--- src/rtl/router_1xn.sv ---
// router_1xn: 1-to-NUM_PORTS byte-serial packet router.
// Latches each header, steers header/payload/parity into the addressed output
// FIFO, flags parity/length errors, drops packets to nonexistent ports and
// flushes any output FIFO whose reader stalls for TIMEOUT cycles.
module router_1xn #(
    parameter int DATA_W     = 8,
    parameter int NUM_PORTS  = 3,
    parameter int FIFO_DEPTH = 16,
    parameter int TIMEOUT    = 30
) (
    input  logic                        clock,
    input  logic                        resetn,
    input  logic                        pkt_valid,
    input  logic [DATA_W-1:0]           data_in,
    input  logic [NUM_PORTS-1:0]        read_enb,
    output logic [NUM_PORTS*DATA_W-1:0] data_out,
    output logic [NUM_PORTS-1:0]        vld_out,
    output logic                        busy,
    output logic                        err,
    output logic                        drop
);
    localparam int ADDR_W = (NUM_PORTS > 2) ? $clog2(NUM_PORTS) : 1;
    localparam int LEN_W  = DATA_W - ADDR_W;
    localparam int PTR_W  = $clog2(FIFO_DEPTH);
    localparam int CNT_W  = PTR_W + 1;
    localparam int TMO_W  = $clog2(TIMEOUT + 1);

    typedef enum logic [2:0] {
        S_IDLE, S_WAIT_EMPTY, S_LFD, S_LOAD, S_CHECK, S_DROP
    } state_t;

    state_t            state_q, state_d;
    logic [DATA_W-1:0] hdr_q, hdr_d;
    logic [DATA_W-1:0] parity_q, parity_d;
    logic [LEN_W-1:0]  pcnt_q, pcnt_d;
    logic              perr_q, perr_d;
    logic              drop_q, drop_d;

    logic [ADDR_W-1:0]    tgt_addr, in_addr;
    logic [LEN_W-1:0]     hdr_len;
    logic [NUM_PORTS-1:0] empty_v, full_v, flush_v, sel_v, wr_v;
    logic                 in_valid, in_empty, tgt_empty, tgt_full, tgt_flush;
    logic                 wr_en, wr_hdr;
    logic [DATA_W-1:0]    wr_data;

    assign tgt_addr = hdr_q[ADDR_W-1:0];
    assign hdr_len  = hdr_q[DATA_W-1:ADDR_W];
    assign in_addr  = data_in[ADDR_W-1:0];
    assign wr_data  = wr_hdr ? hdr_q : data_in;
    assign wr_v     = wr_en ? sel_v : '0;
    assign err      = (state_q == S_CHECK) && perr_q;
    assign drop     = drop_q;

    // Look up FIFO status for the held target port and for an incoming header.
    always_comb begin
        in_valid  = 1'b0;
        in_empty  = 1'b1;
        tgt_empty = 1'b1;
        tgt_full  = 1'b0;
        tgt_flush = 1'b0;
        sel_v     = '0;
        for (int k = 0; k < NUM_PORTS; k++) begin
            if (in_addr == ADDR_W'(k)) begin
                in_valid = 1'b1;
                in_empty = empty_v[k];
            end
            if (tgt_addr == ADDR_W'(k)) begin
                sel_v[k]  = 1'b1;
                tgt_empty = empty_v[k];
                tgt_full  = full_v[k];
                tgt_flush = flush_v[k];
            end
        end
    end

    // Packet FSM: next state, busy, FIFO write request and parity/length tracking.
    always_comb begin
        state_d  = state_q;
        hdr_d    = hdr_q;
        parity_d = parity_q;
        pcnt_d   = pcnt_q;
        perr_d   = perr_q;
        drop_d   = 1'b0;
        busy     = 1'b0;
        wr_en    = 1'b0;
        wr_hdr   = 1'b0;
        unique case (state_q)
            S_IDLE: begin
                if (pkt_valid) begin
                    hdr_d    = data_in;
                    parity_d = data_in;
                    pcnt_d   = '0;
                    if (!in_valid)     state_d = S_DROP;
                    else if (in_empty) state_d = S_LFD;
                    else               state_d = S_WAIT_EMPTY;
                end
            end
            S_WAIT_EMPTY: begin
                busy = 1'b1;
                if (tgt_flush)      state_d = S_DROP;
                else if (tgt_empty) state_d = S_LFD;
            end
            S_LFD: begin
                busy    = 1'b1;
                wr_en   = 1'b1;
                wr_hdr  = 1'b1;
                state_d = tgt_flush ? S_DROP : S_LOAD;
            end
            S_LOAD: begin
                busy = tgt_full;
                if (!tgt_full) begin
                    wr_en = 1'b1;
                    if (pkt_valid) begin
                        parity_d = parity_q ^ data_in;
                        pcnt_d   = (pcnt_q == '1) ? pcnt_q : pcnt_q + 1'b1;
                    end else begin
                        perr_d  = (data_in != parity_q) || (pcnt_q != hdr_len);
                        state_d = S_CHECK;
                    end
                end
                // A flush of the target aborts the packet; if the parity byte
                // arrives on the same edge the packet is already over.
                if (tgt_flush) begin
                    if (!tgt_full && !pkt_valid) begin
                        drop_d  = 1'b1;
                        state_d = S_IDLE;
                    end else begin
                        state_d = S_DROP;
                    end
                end
            end
            S_CHECK: begin
                busy    = 1'b1;
                state_d = S_IDLE;
            end
            S_DROP: begin
                if (!pkt_valid) begin
                    drop_d  = 1'b1;
                    state_d = S_IDLE;
                end
            end
            default: state_d = S_IDLE;
        endcase
    end

    // FSM state and pulse flags are reset; header/parity/count hold data only.
    always_ff @(posedge clock) begin
        if (!resetn) begin
            state_q <= S_IDLE;
            perr_q  <= 1'b0;
            drop_q  <= 1'b0;
        end else begin
            state_q <= state_d;
            perr_q  <= perr_d;
            drop_q  <= drop_d;
        end
        hdr_q    <= hdr_d;
        parity_q <= parity_d;
        pcnt_q   <= pcnt_d;
    end

    for (genvar k = 0; k < NUM_PORTS; k++) begin : g_port
        logic [DATA_W-1:0] mem_q [FIFO_DEPTH];
        logic [PTR_W-1:0]  wptr_q, rptr_q;
        logic [CNT_W-1:0]  cnt_q;
        logic [TMO_W-1:0]  tmo_q;
        logic [DATA_W-1:0] dout_q;
        logic              do_wr, do_rd, stall;

        assign empty_v[k] = (cnt_q == '0);
        assign full_v[k]  = (cnt_q == CNT_W'(FIFO_DEPTH));
        assign do_wr      = wr_v[k] && !full_v[k];
        assign do_rd      = read_enb[k] && !empty_v[k];
        assign stall      = !empty_v[k] && !read_enb[k];
        assign flush_v[k] = stall && (tmo_q == TMO_W'(TIMEOUT - 1));
        assign vld_out[k] = !empty_v[k];
        assign data_out[k*DATA_W +: DATA_W] = dout_q;

        // Storage array: written at the write pointer, never reset.
        always_ff @(posedge clock) begin
            if (do_wr) mem_q[wptr_q] <= wr_data;
        end

        // Pointers, occupancy, stall timer and output register; a flush wins over a write.
        always_ff @(posedge clock) begin
            if (!resetn) begin
                wptr_q <= '0;
                rptr_q <= '0;
                cnt_q  <= '0;
                tmo_q  <= '0;
                dout_q <= '0;
            end else begin
                if (do_rd) dout_q <= mem_q[rptr_q];
                if (flush_v[k]) begin
                    wptr_q <= '0;
                    rptr_q <= '0;
                    cnt_q  <= '0;
                    tmo_q  <= '0;
                end else begin
                    if (do_wr) wptr_q <= wptr_q + 1'b1;
                    if (do_rd) rptr_q <= rptr_q + 1'b1;
                    if (do_wr && !do_rd)      cnt_q <= cnt_q + 1'b1;
                    else if (!do_wr && do_rd) cnt_q <= cnt_q - 1'b1;
                    tmo_q <= stall ? tmo_q + 1'b1 : '0;
                end
            end
        end
    end

endmodule

--- config.mk ---
export PLATFORM = sky130hd
export DESIGN_NAME = router_1xn
export DESIGN_NICKNAME = d
export VERILOG_FILES = /design/src/rtl/router_1xn.sv
export SDC_FILE = /design/constraint.sdc
export NUM_CORES = 1
export LEC_CHECK = 0
export ABC_AREA = 1
export CAP_MARGIN = 25
export CORE_ASPECT_RATIO = 0.7
export CORE_MARGIN = 5
export CORE_UTILIZATION = 40
export DETAILED_ROUTE_END_ITERATION = 8
export HOLD_SLACK_MARGIN = 0.05
export PLACE_DENSITY = 0.62
export SLEW_MARGIN = 20
export SYNTH_ARGS = -nofsm -noshare
export SYNTH_HDL_FRONTEND = slang
export SYNTH_SLANG_ARGS = --single-unit
--- constraint.sdc ---
create_clock -name clock -period 3.8 [get_ports clock]
set_clock_uncertainty 0.1 [all_clocks]
set_input_delay 0.57 -clock clock [delete_from_list [all_inputs] [get_ports clock]]
set_output_delay 0.57 -clock clock [all_outputs]
set_load 0.005 [all_outputs]
Yosys cells after proc, flatten, opt, wreduce, memory -nomap -nowiden

Memories as Yosys holds them, arrays and structs flattened. A register that Yosys moved wholly into a read port is not among the register bits.
Index checks and enable logic that the tools add are counted.

Output and inout port bits: 30
Word-level logic and storage cells: 194
Bits in writable memories: 384
Memories: 3
Register bits: 81
Input port bits: 14

Memory list:

| memory          | depth | width | rd ports | clocked after Yosys merged registers in | wr ports | RTL line | text |
|---|---|---|---|---|---|---|---|
| g_port[0].mem_q | 16    | 8     | 1        | 1                                       | 1        | 163      | `logic [DATA_W-1:0] mem_q [FIFO_DEPTH];` |
| g_port[1].mem_q | 16    | 8     | 1        | 1                                       | 1        | 163      |  |
| g_port[2].mem_q | 16    | 8     | 1        | 1                                       | 1        | 163      |  |

Eq/ne operators: 26
Multiplexer cells: 61
$add $sub $neg: 16
Bitwise gates (word level): 7
Reduce and logical (&&, ||, !) cells: 63

Operators with widths:

| kind                  | count |
|---|---|
| $mux W3               | 11 |
| $mux W8               | 4 |
| $add A5 B1 Y5 const B | 6 |
| $eq A5 B5 Y1 const B  | 6 |
| $mux W5               | 6 |
| $mux W1               | 29 |
| $add A4 B1 Y4 const B | 6 |
| $mux W6               | 4 |
| $logic_and A1 B1 Y1   | 20 |
| $logic_not A1 Y1      | 20 |
| $pmux W8 S2           | 1 |
| $logic_not A5 Y1      | 3 |
| $pmux W3 S5           | 1 |
| $sub A5 B1 Y5 const B | 3 |
| $pmux W6 S2           | 1 |
| $reduce_or A3 Y1      | 4 |
| $ne A2 B2 Y1 const B  | 5 |
| $reduce_and A5 Y1     | 2 |
| $ne A3 B3 Y1 const B  | 3 |
| $ne A8 B8 Y1          | 1 |
| $reduce_bool A2 Y1    | 4 |
| $xor A8 B8 Y8         | 1 |
| $add A6 B1 Y6 const B | 1 |
| $eq A3 B2 Y1 const B  | 2 |
| other kinds (16)      | 29 |

Logic depth before layout (Yosys ltp)

Depth in word-level cells: 12
Mapped depth: 21
Mapped depth without buffers: 21

Worst setup path before layout

Ideal clock, no wire load.

Kind: register to register
From: register state_q[1]
To: memory g_port[0].mem_q[0][7] (data pin)
Cell stages (with the launch flop): 5
Data arrival time: 2.698 ns
Period minus slack after synthesis: 3.376 ns
Required time: 3.122 ns
Setup slack: 0.424 ns
Cell sequence: dfxtp_1 inv_1 nor3_2 inv_2 o21ai_0

Word-level cells in the longest chain between the ends: 3

RTL lines:

| item                   | RTL line | text |
|---|---|---|
| from (decl)            | 32       | `state_t state_q, state_d;` |
| from (signal assigned) | 153      | `state_q <= state_d;` |
| $eq A3 B2 Y1           | 87       | `unique case (state_q)` |
| $mux W1                | 87       |  |
| $mux W8                | 49       | `assign wr_data = wr_hdr ? hdr_q : data_in;` |
| named net wr_data[7]   | 44       | `logic [DATA_W-1:0] wr_data;` |
| to (decl)              | 163      |  |

The timed path passes the listed nets, and every way through them passes these cells.

Final worst setup path

From: register hdr_q[0]
To: register g_port[1].cnt_q[4]

Word-level cells in the longest chain between the ends: 11
Elaborated cells on any way between the ends: 16
Classes of those cells: eq/ne (2); mux (8); reduce/logical (6)

RTL lines:

| item                         | RTL line | text |
|---|---|---|
| from (decl)                  | 33       | `logic [DATA_W-1:0] hdr_q, hdr_d;` |
| from (signal assigned)       | 157      | `hdr_q <= hdr_d;` |
| $logic_not A2 Y1             | 67       | `if (tgt_addr == ADDR_W'(k)) begin` |
| $mux W1 (3 in series)        | 67       |  |
| $mux W1                      | 111      | `if (!tgt_full) begin` |
| $pmux W1 S2                  | 87       |  |
| $mux W3 (*)                  | 50       | `assign wr_v = wr_en ? sel_v : '0;` |
| $logic_and A1 B1 Y1 (*)      | 172      | `assign do_wr = wr_v[k] && !full_v[k];` |
| named net g_port[1].do_wr    | 168      | `logic do_wr, do_rd, stall;` |
| $logic_not A1 Y1             | 203      | `else if (!do_wr && do_rd) cnt_q <= cnt_q - 1'b1;` |
| $logic_and A1 B1 Y1          | 203      |  |
| $reduce_bool A2 Y1 (no line) | -        |  |
| to (signal assigned)         | 202      | `if (do_wr && !do_rd) cnt_q <= cnt_q + 1'b1;` |
| to (signal assigned)         | 203      |  |
| to (decl)                    | 165      | `logic [CNT_W-1:0] cnt_q;` |

Mark *: on every way through the listed nets, which the timed path passes. The rest lies on a longest branch.
A chain may end at the register's enable or synchronous reset.

==> results.ini <==
[global_route]
busiest_layer=met1
antenna_found_initial=0
gr-total-overflow=0
use_met3_pct=3.422
track_usage_pct=17.00
first_global_vias=13130
met1_usage_pct=27.08
grt_pass1_wl_um=76450
globalRouteMet2Util_pct=24.00
grt_max_degree=68

[die]
top_level_ports=44
dieArea_mm2=0.05646
initial_core_util_pct=40.63
rows=69
die_h_um=200.3
coreArea_mm2=0.05094
die_w_um=281.9

[detailed_routing]
num_vias=14020
antenna_left=0
wl_um=49110
drt_pass1_iterations=6
drt_iter0_markers=1552
drc_errors=0
vias_per_cell=5.357
avgRoutedWirePerCell_um=18.77

[finish]
area_delta_synth_final_pct=13.46
layout_commonest_cell=edfxtp_1
fin_nets=1958
drive_above_1_share_pct=8.243
finalNonFillerCells=2617
layout_common_cells=edfxtp_1, nor2_1, o21ai_0

[yosys]
ys.flop_type=edfxtp_1
synth_edf_count=406
syn_inst=1846
ys_ff_latch=489
seq_area_frac_synth_pct=66.94
synth.distinct_cells=40
syn_area_per_cell_um2=11.21
synth_async_sr_flop_share_pct=0
ys_warn_count=0
syn_nets=1898
synth_area_mm2=0.02069

[timing]
tightest_slew_ps=958.3
finalMaxSlewViolations=0
relSlewSlack_pct=36.11
fin_crit_ps=3493
finalCritPeriodShare_pct=91.93
fmax_mhz=286.3
rsz0062_at_grt=no
hold_viol_final=0
tns_ps=0
setup_viol=0
setup_ws_ps=306.8

[setup_path]
crit_type=reg2reg
path_max_fanout=24
end_kind=flip-flop
crit_start=hdr_q[0]$_DFFE_PP_
cp.required_ps=4140
cp-start-kind=flip-flop
r2r-start=hdr_q[0]$_DFFE_PP_
arrival_ps=3830

[clock_network]
cts_resized=0
cts.sinks=489
htree_levels=2
cts_buffers=45
ctsRootBufferMaster=clkbuf_16
cts_setup_buffers=0
cts_buffer_depth=3
clk_pin_slew_ps=60
cts_tree=built
hold_buffers=0
clock_latency_ps=570

[placed_design]
dp_slack_ps=476.7
port_buffers=43
place_congestion=0.8276
dp_hpwl_um=31070
dpl.cell_count=2533

[flow_run]
drv_cap=0

[status]
status=finished, final reports clean

[power_and_ir_drop]
p_per_area_mw_per_mm2=657.6
ir_worst_vdd_mv=0.4943
power_mw=15.44
p_leak_nw=8.058

[hold_path]
hp-start=g_port[1].tmo_q[0]$_SDFF_PP0_
holdCritPathClass=reg2reg

## synthesized netlist by cell type, types with 2 or more instances
cell | number | area [µm²]
inv_1 | 108 | 405.4
buf_2 | 37 | 185.2
nor3b_1 | 5 | 37.54
nand3_1 | 76 | 380.4
o211ai_1 | 120 | 900.9
buf_6 | 2 | 22.52
nor2_1 | 367 | 1378
nor3_2 | 2 | 20.02
a21oi_1 | 37 | 185.2
a211oi_1 | 4 | 30.03
inv_2 | 5 | 18.77
clkinv_1 | 5 | 18.77
nand2_1 | 136 | 510.5
clkbuf_1 | 50 | 187.7
nand4_1 | 4 | 25.02
edfxtp_1 | 406 | 12190
nand2_2 | 6 | 37.54
nand2_4 | 3 | 33.78
fa_1 | 3 | 60.06
dfxtp_1 | 83 | 1662
a31oi_1 | 3 | 18.77
a21oi_2 | 2 | 17.52
xnor2_1 | 7 | 61.31
o21ai_0 | 252 | 1261
nor2_2 | 2 | 12.51
ha_1 | 35 | 437.9
nor3_1 | 43 | 215.2
xor2_1 | 26 | 227.7
o21ai_1 | 3 | 15.01
nand3_2 | 4 | 40.04
## stage by stage
stage               hold WS (ps)  util [%]  cell area (µm²)
floorplan                  333.4         -            20690
global placement           348.6     43.37            22090
detailed placement         370.3     43.37            22090
CTS                        385.2     46.08            23470
global route               394.1     46.08            23470
finish                     376.6     46.09            23480
## registers in the layout, summed over array words and instances, names as in the netlist, 8 cells and up
register,cells
g_port.mem_q,384
g_port.cnt_q,15
g_port.dout_q,24
g_port.tmo_q,15
g_port.rptr_q,12
parity_q,8
hdr_q,8
g_port.wptr_q,12
## kinds of logic (layout without fill, tap and decap cells)
family,count (synthesis),after routing,share of synthesized area (%)
other cells,0,2,0
compound gates,423,423,11.82
buf+inv,209,304,4.118
fa+ha+maj,38,38,2.406
xor+xnor,33,33,1.397
flops,489,489,66.94
simple gates,654,654,13.31
## layer usage
metal / up-vias / wire [µm]
li1: 6658 / -
met1: 6791 / 23660
met2: 509 / 20760
met3: 60 / 3893
met4: 0 / 806
met5: - / 0
## worst max-delay path: stages (launching register included)
cell	delay, ps
edfxtp_1	480
nor2_1	220
nand2_1	100
nand2_1	70
inv_1	60
nand2_2	100
nand2_2	90
nand2_4	120
nand2_4	160
inv_1	120
ha_1	230
inv_1	110
ha_1	340
nand2_1	110
nor2_1	60
a211oi_1	340
o21ai_0	140
a21oi_1	200
nand2_1	70
nor3b_1	130
## cell type report
cell class                      count  area (µm²)
Inverter                          119       449.2
Sequential cell                   489       13860
Clock buffer                       60        1204
Multi-Input combinational cell   1148        6043
Clock inverter                     22       180.2
Antenna cell                        2       5.005
Timing Repair Buffer              103       893.4
Fill cell                        4584       27460
Tap cell                          674       843.3
## worst paths after layout
| kind | depth (start not counted) | end | slack, ps |
|---|---|---|---|
| worst max-delay path | 19 | g_port[1].cnt_q[4]$_SDFFE_PP0P_ | 310 |
| worst min register to register | 1 | g_port[1].tmo_q[0]$_SDFF_PP0_ | 380 |
| worst min-delay path | 1 | g_port[1].tmo_q[0]$_SDFF_PP0_ | 380 |
| worst max register to register | 19 | g_port[1].cnt_q[4]$_SDFFE_PP0P_ | 310 |
## where the power goes
part           total, mW  internal, mW  switching [mW]
clock               4.33          2.38            1.96
sequential          6.96          6.60           0.356
combinational       4.15          1.29            2.86
total               15.4          10.3            5.17
Note: power is estimated with default switching activity, not from simulation.
